==> src/rtl/mem_arbiter.sv <==
// mem_arbiter: shares one synchronous memory port between the CPU and a DMA requester,
// sequencing each access as issue, latency wait, data capture and a one-cycle ack.
module mem_arbiter #(
    parameter int AW         = 16,
    parameter int DW         = 16,
    parameter int MEM_LAT    = 1,
    parameter int STARVE_LIM = 3
) (
    input  logic          clock_i,
    input  logic          reset_n_i,
    input  logic          cpu_req_i,
    input  logic          cpu_we_i,
    input  logic [AW-1:0] cpu_addr_i,
    input  logic [DW-1:0] cpu_wdata_i,
    output logic [DW-1:0] cpu_rdata_o,
    output logic          cpu_ack_o,
    output logic          cpu_stall_o,
    input  logic          dma_req_i,
    input  logic          dma_we_i,
    input  logic [AW-1:0] dma_addr_i,
    input  logic [DW-1:0] dma_wdata_i,
    output logic [DW-1:0] dma_rdata_o,
    output logic          dma_ack_o,
    output logic          mem_en_o,
    output logic          mem_we_o,
    output logic [AW-1:0] mem_addr_o,
    output logic [DW-1:0] mem_wdata_o,
    input  logic [DW-1:0] mem_rdata_i,
    output logic          busy_o,
    output logic          owner_o
);
    localparam int SW = $clog2(STARVE_LIM + 1);

    typedef enum logic [1:0] {IDLE, ISSUE, WAIT, DONE} state_t;

    state_t        state_q;
    logic [3:0]    cnt_q;
    logic [SW-1:0] starve_q;
    logic          owner_q, we_q, mem_en_q, cpu_ack_q, dma_ack_q;
    logic [AW-1:0] addr_q;
    logic [DW-1:0] wdata_q, cpu_rdata_q, dma_rdata_q;
    logic          dma_win;
    logic          starved;

    // DMA wins when alone, or when it has lost STARVE_LIM arbitrations in a row
    assign starved = starve_q == SW'(STARVE_LIM);
    assign dma_win = dma_req_i & (~cpu_req_i | starved);

    always_ff @(posedge clock_i or negedge reset_n_i) begin
        if (!reset_n_i) begin
            state_q     <= IDLE;
            cnt_q       <= '0;
            starve_q    <= '0;
            owner_q     <= 1'b0;
            we_q        <= 1'b0;
            mem_en_q    <= 1'b0;
            cpu_ack_q   <= 1'b0;
            dma_ack_q   <= 1'b0;
            addr_q      <= '0;
            wdata_q     <= '0;
            cpu_rdata_q <= '0;
            dma_rdata_q <= '0;
        end else begin
            mem_en_q  <= 1'b0;
            cpu_ack_q <= 1'b0;
            dma_ack_q <= 1'b0;
            case (state_q)
                IDLE: if (cpu_req_i | dma_req_i) begin
                    owner_q  <= dma_win;
                    we_q     <= dma_win ? dma_we_i : cpu_we_i;
                    addr_q   <= dma_win ? dma_addr_i : cpu_addr_i;
                    wdata_q  <= dma_win ? dma_wdata_i : cpu_wdata_i;
                    starve_q <= dma_win ? '0 : (dma_req_i && !starved) ? starve_q + 1'b1 : starve_q;
                    mem_en_q <= 1'b1;
                    state_q  <= ISSUE;
                end
                ISSUE: begin
                    cnt_q   <= 4'(MEM_LAT - 1);
                    state_q <= WAIT;
                end
                WAIT: if (cnt_q == '0) begin
                    // capture happens on writes too, so the ack always carries the port's read data
                    if (owner_q) dma_rdata_q <= mem_rdata_i;
                    else         cpu_rdata_q <= mem_rdata_i;
                    cpu_ack_q <= ~owner_q;
                    dma_ack_q <= owner_q;
                    state_q   <= DONE;
                end else begin
                    cnt_q <= cnt_q - 1'b1;
                end
                default: state_q <= IDLE;
            endcase
        end
    end

    assign cpu_rdata_o = cpu_rdata_q;
    assign dma_rdata_o = dma_rdata_q;
    assign cpu_ack_o   = cpu_ack_q;
    assign dma_ack_o   = dma_ack_q;
    assign cpu_stall_o = cpu_req_i & ~cpu_ack_q;
    assign mem_en_o    = mem_en_q;
    assign mem_we_o    = we_q;
    assign mem_addr_o  = addr_q;
    assign mem_wdata_o = wdata_q;
    assign busy_o      = state_q != IDLE;
    assign owner_o     = owner_q;
endmodule

==> config.mk <==
export PLATFORM = sky130hd
export DESIGN_NAME = mem_arbiter
export DESIGN_NICKNAME = d
export VERILOG_FILES = /design/src/rtl/mem_arbiter.sv
export SDC_FILE = /design/constraint.sdc
export NUM_CORES = 1
export LEC_CHECK = 0
export CAP_MARGIN = 30
export CORE_MARGIN = 8
export CORE_UTILIZATION = 45
export DETAILED_ROUTE_END_ITERATION = 8
export HOLD_SLACK_MARGIN = 0.05
export PLACE_DENSITY = 0.86
export SETUP_SLACK_MARGIN = 0.3
export SKIP_LAST_GASP = 1
export SLEW_MARGIN = 25
export SYNTH_ARGS = -nofsm -noshare
export SYNTH_HDL_FRONTEND = slang
export SYNTH_SLANG_ARGS = --single-unit
==> constraint.sdc <==
create_clock -name clock_i -period 3.1 [get_ports clock_i]
set_input_delay 0.62 -clock clock_i [delete_from_list [all_inputs] [get_ports clock_i]]
set_output_delay 0.62 -clock clock_i [all_outputs]
set_load 0.01 [all_outputs]
==> summary.md <==
The path category of the worst min-delay check was primary input to asynchronous set/reset pin. The initial standard-cell utilization of the core was 0.453. The tree is rooted in a sky130_fd_sc_hd__clkbuf_8. The tools report the number of instances in the synthesized netlist as 310. The final core utilization is 0.697, and the chip width is 103 um.

After global routing, the most crowded layer is met2. The type of the worst setup path was primary input to primary output. For the number of vias in the routed layout, the log shows 2977.

Dividing the detail-routed wire length by the instance count gives 18.4 um. The first routing iteration left 155 violations. The signal on the critical path passes through clkdlybuf4s50_1, nor2b_1, clkdlybuf4s50_1. The final routed DRC violation total is 0, and the pin slew with the least headroom to its limit is 694 ps. The netlist uses 28 different library cells. Setup total negative slack on the finished layout was measured at 0 ps. The register bit count reported by yosys is 77, and the number of max-capacitance violations reported is 0. The wire length of the first global-routing pass is 16100 um, and the mean instance size in the synthesized netlist is 11.1 um2.

After detailed routing, the total wire length is 10400 um. The post-synthesis compound-gate area fraction came out at 0.122. Once detail routing completed, the nets flagged for antenna violations numbered 0.

Met2 layer usage reported by global route: 0.316. For the number of nets produced by synthesis, the log shows 401. The tree built by TritonCTS fans out to 77 sinks. The placeable core region is 7570 um2, and the arrival time of data at the critical path endpoint is 1870 ps. The all-layer global routing usage was 0.198. Port buffering added 156 buffers. Clock-pin slew was measured on the worst setup and hold paths at 80 ps. The number of levels the H-tree was split into was 3; the die boundary height was 103 um. The arithmetic-cell share of the synthesized area counting full adders, half adders and majority gates works out to 0.0182. The initialized floorplan defines 32 standard-cell rows. The part of the Yosys area used for sequential elements is 0.562. For this design, the CTS-stage hold fixing added 0 buffers.

The later pin in the worst-skew pair is clocked with a latency of 340 ps. Summed over all cells, the static leakage comes to 0.00218 uW. The most common cell after layout, fill and taps aside is sky130_fd_sc_hd__clkdlybuf4s50_1.

The post-synthesis simple-gate area fraction was 0.123. Nature of the critical path startpoint: a primary input. Between clock sinks in the finished design, the worst skew comes to 6.41 ps. Setup repair after global routing left no endpoint under its margin. The count of final max-slew check failures came out at 0. The setup violation total in the final timing report was 0. Dividing the detail-routed via count by the number of cells gives 5.25.

The number of gates resized after CTS was 0. The maximum fanout along the worst path works out to 5. Maximum buffer depth of the clock tree: 2. The top-level port count is 157, and the leftover overflow at the end of global routing is 0. The number of buffers and inverters on the critical path came out at 2. Final hold analysis gives a worst-case slack of 290 ps. The run gives 2480 ps as the worst path required time. The sum of internal, switching and leakage power came out at 4960 uW. The number of hold violations in the final report was 0; the relative area change from synthesis to final layout was 53.8%. The first detailed-routing pass took 5 iterations.

Broken down by cell family, the worst path's largest delay share belongs to buffers and inverters. For this run, the post-layout net count is 551. The flow ran to the end, and the final reports show no timing, DRC or antenna violations. Entering global routing, the biggest net connects 78 pins. The number of antenna diodes in the final layout is 0. The fraction of met3 tracks used by global routing came out at 0.0569. The cell area that synthesis handed to floorplanning was 3430 um2. The share of the clock period used by the worst path is 0.802. The share of synthesized area spent on multiplexers works out to 0.130. Leaving out fill and tap cells, the most frequent cells in the layout are sky130_fd_sc_hd__clkdlybuf4s50_1 (155), sky130_fd_sc_hd__dfrtp_1 (77), sky130_fd_sc_hd__nor2_1 (35), sky130_fd_sc_hd__nand3_1 (35), sky130_fd_sc_hd__o21ai_0 (34). Buffers inserted during clock tree synthesis total 9. Cell area power density: 940 nW/um2.

The tools report the number of antenna violations at the first check in global routing as 0. For the final cell count without fillers, the log shows 567. Proportion of layout cells with a drive suffix above 1: 0.135. At the end of routability-driven placement, the weighted congestion stood at 0.788. For the overall die area, the log shows 10700 um2. By area, the combinational part of the netlist is dominated by multiplexers.

The delay of the slowest critical-path stage is 570 ps, and the total of warnings raised by yosys is 0. The tools report the estimated wirelength of the detail-placed design as 7650 um. For the number of global-route vias before repair, the log shows 3147. The worst setup path is captured at a primary output. TritonCTS built the clock tree. After layout, the minimum clock period comes to 2490 ps.

The share of the synthesized netlist area taken by xor and xnor gates works out to 0. For the relative slew slack, the log shows 0.537. In this run the post-CTS setup repair buffer count came out at 0. For the global routing usage on met1, the log shows 0.241. The largest vdd supply drop was 0.305 mV. In this run, placement finished with an instance count of 550. In this design, the critical path's most frequently occurring cell is sky130_fd_sc_hd__clkdlybuf4s50_1.

On the critical path, the stage with the largest delay is an instance of sky130_fd_sc_hd__clkdlybuf4s50_1. Static timing analysis puts the maximum clock frequency at 402 MHz.
[per-layer routing]
metal  part of all wire  wire length, um
met3               0.10             1060
met2               0.48             5020
met1               0.40             4160
met5                  0                0
met4              0.020              204
[area by class of cell]
class,instances,area [um2]
clock buffers,12,145
clock inverters,4,47.5
fillers,545,2290
inverters,8,30.0
multi-input cells,200,1350
flip-flops and latches,77,1930
well taps,102,128
repair buffers,164,1640
[where the power goes]
group	leakage (uW)	internal [uW]	switching [uW]
sequential	0.000900	1490	277
clock	0.0000964	392	360
combinational	0.00118	1410	1020
total	0.00218	3300	1660
[synth_stat cells (all sizes together)]
cell type | instances | area [um2]
nor2 | 35 | 131
inv | 8 | 30.0
o21ai | 34 | 170
nor2b | 2 | 12.5
or3b | 1 | 8.76
or4b | 1 | 13.8
a31oi | 33 | 206
ha | 5 | 62.6
dfrtp | 77 | 1930
a22oi | 1 | 7.51
o22a | 1 | 8.76
nand2 | 7 | 26.3
nand3 | 35 | 175
clkbuf | 16 | 60.1
o32ai | 1 | 8.76
mux2 | 34 | 417
nor3 | 1 | 5.00
buf | 9 | 61.3
mux2i | 3 | 30.0
nand2b | 3 | 26.3
o21a | 1 | 7.51
a22o | 1 | 8.76
nor4b | 1 | 23.8
[flip-flops by register name (all words and copies together), names as in the netlist, 2 cells and up]
register     count
state_q          2
cpu_rdata_o     16
dma_rdata_o     16
cnt_q            4
mem_wdata_o     16
starve_q         2
mem_addr_o      16
[cell families after synthesis]
kind of cell,Yosys count
AND/OR/NAND/NOR,86
flip-flops,77
AO/OA/AOI/OAI,72
multiplexers,37
buffers and inverters,33
adder cells (fa/ha/maj),5
[worst paths after layout]
| check | slack (ps) | end | depth (start not counted) | start |
|---|---|---|---|---|
| max | 610 | cpu_stall_o | 3 | cpu_req_i |
| min | 290 | cpu_rdata_o[8]$_DFFE_PN0P_ | 1 | reset_n_i |
| max reg2reg | 1150 | dma_rdata_o[12]$_DFFE_PN0P_ | 4 | state_q[0]$_DFFE_PN0P_ |
| min reg2reg | 510 | cnt_q[0]$_DFFE_PN0P_ | 1 | cnt_q[0]$_DFFE_PN0P_ |
| max in group asynchronous | 2320 | mem_wdata_o[12]$_DFFE_PN0P_ | 1 | reset_n_i |
| min in group clock_i | 510 | cnt_q[0]$_DFFE_PN0P_ | 1 | cnt_q[0]$_DFFE_PN0P_ |
[worst register-to-register path, stage by stage, from the launching register on]
cell	delay [ps]
sky130_fd_sc_hd__dfrtp_1	410
sky130_fd_sc_hd__inv_1	90
sky130_fd_sc_hd__ha_1	310
sky130_fd_sc_hd__or4b_4	680
sky130_fd_sc_hd__mux2_4	360
[through the flow]
step / instance area (um2) / setup WS [ps]
floorplan: 3430 / 1210
global placement: 5060 / 611
detailed placement: 5060 / 527
CTS: 5260 / 607
global route: 5270 / 552
finish: 5270 / 613
(Power assumes the default switching activity.)
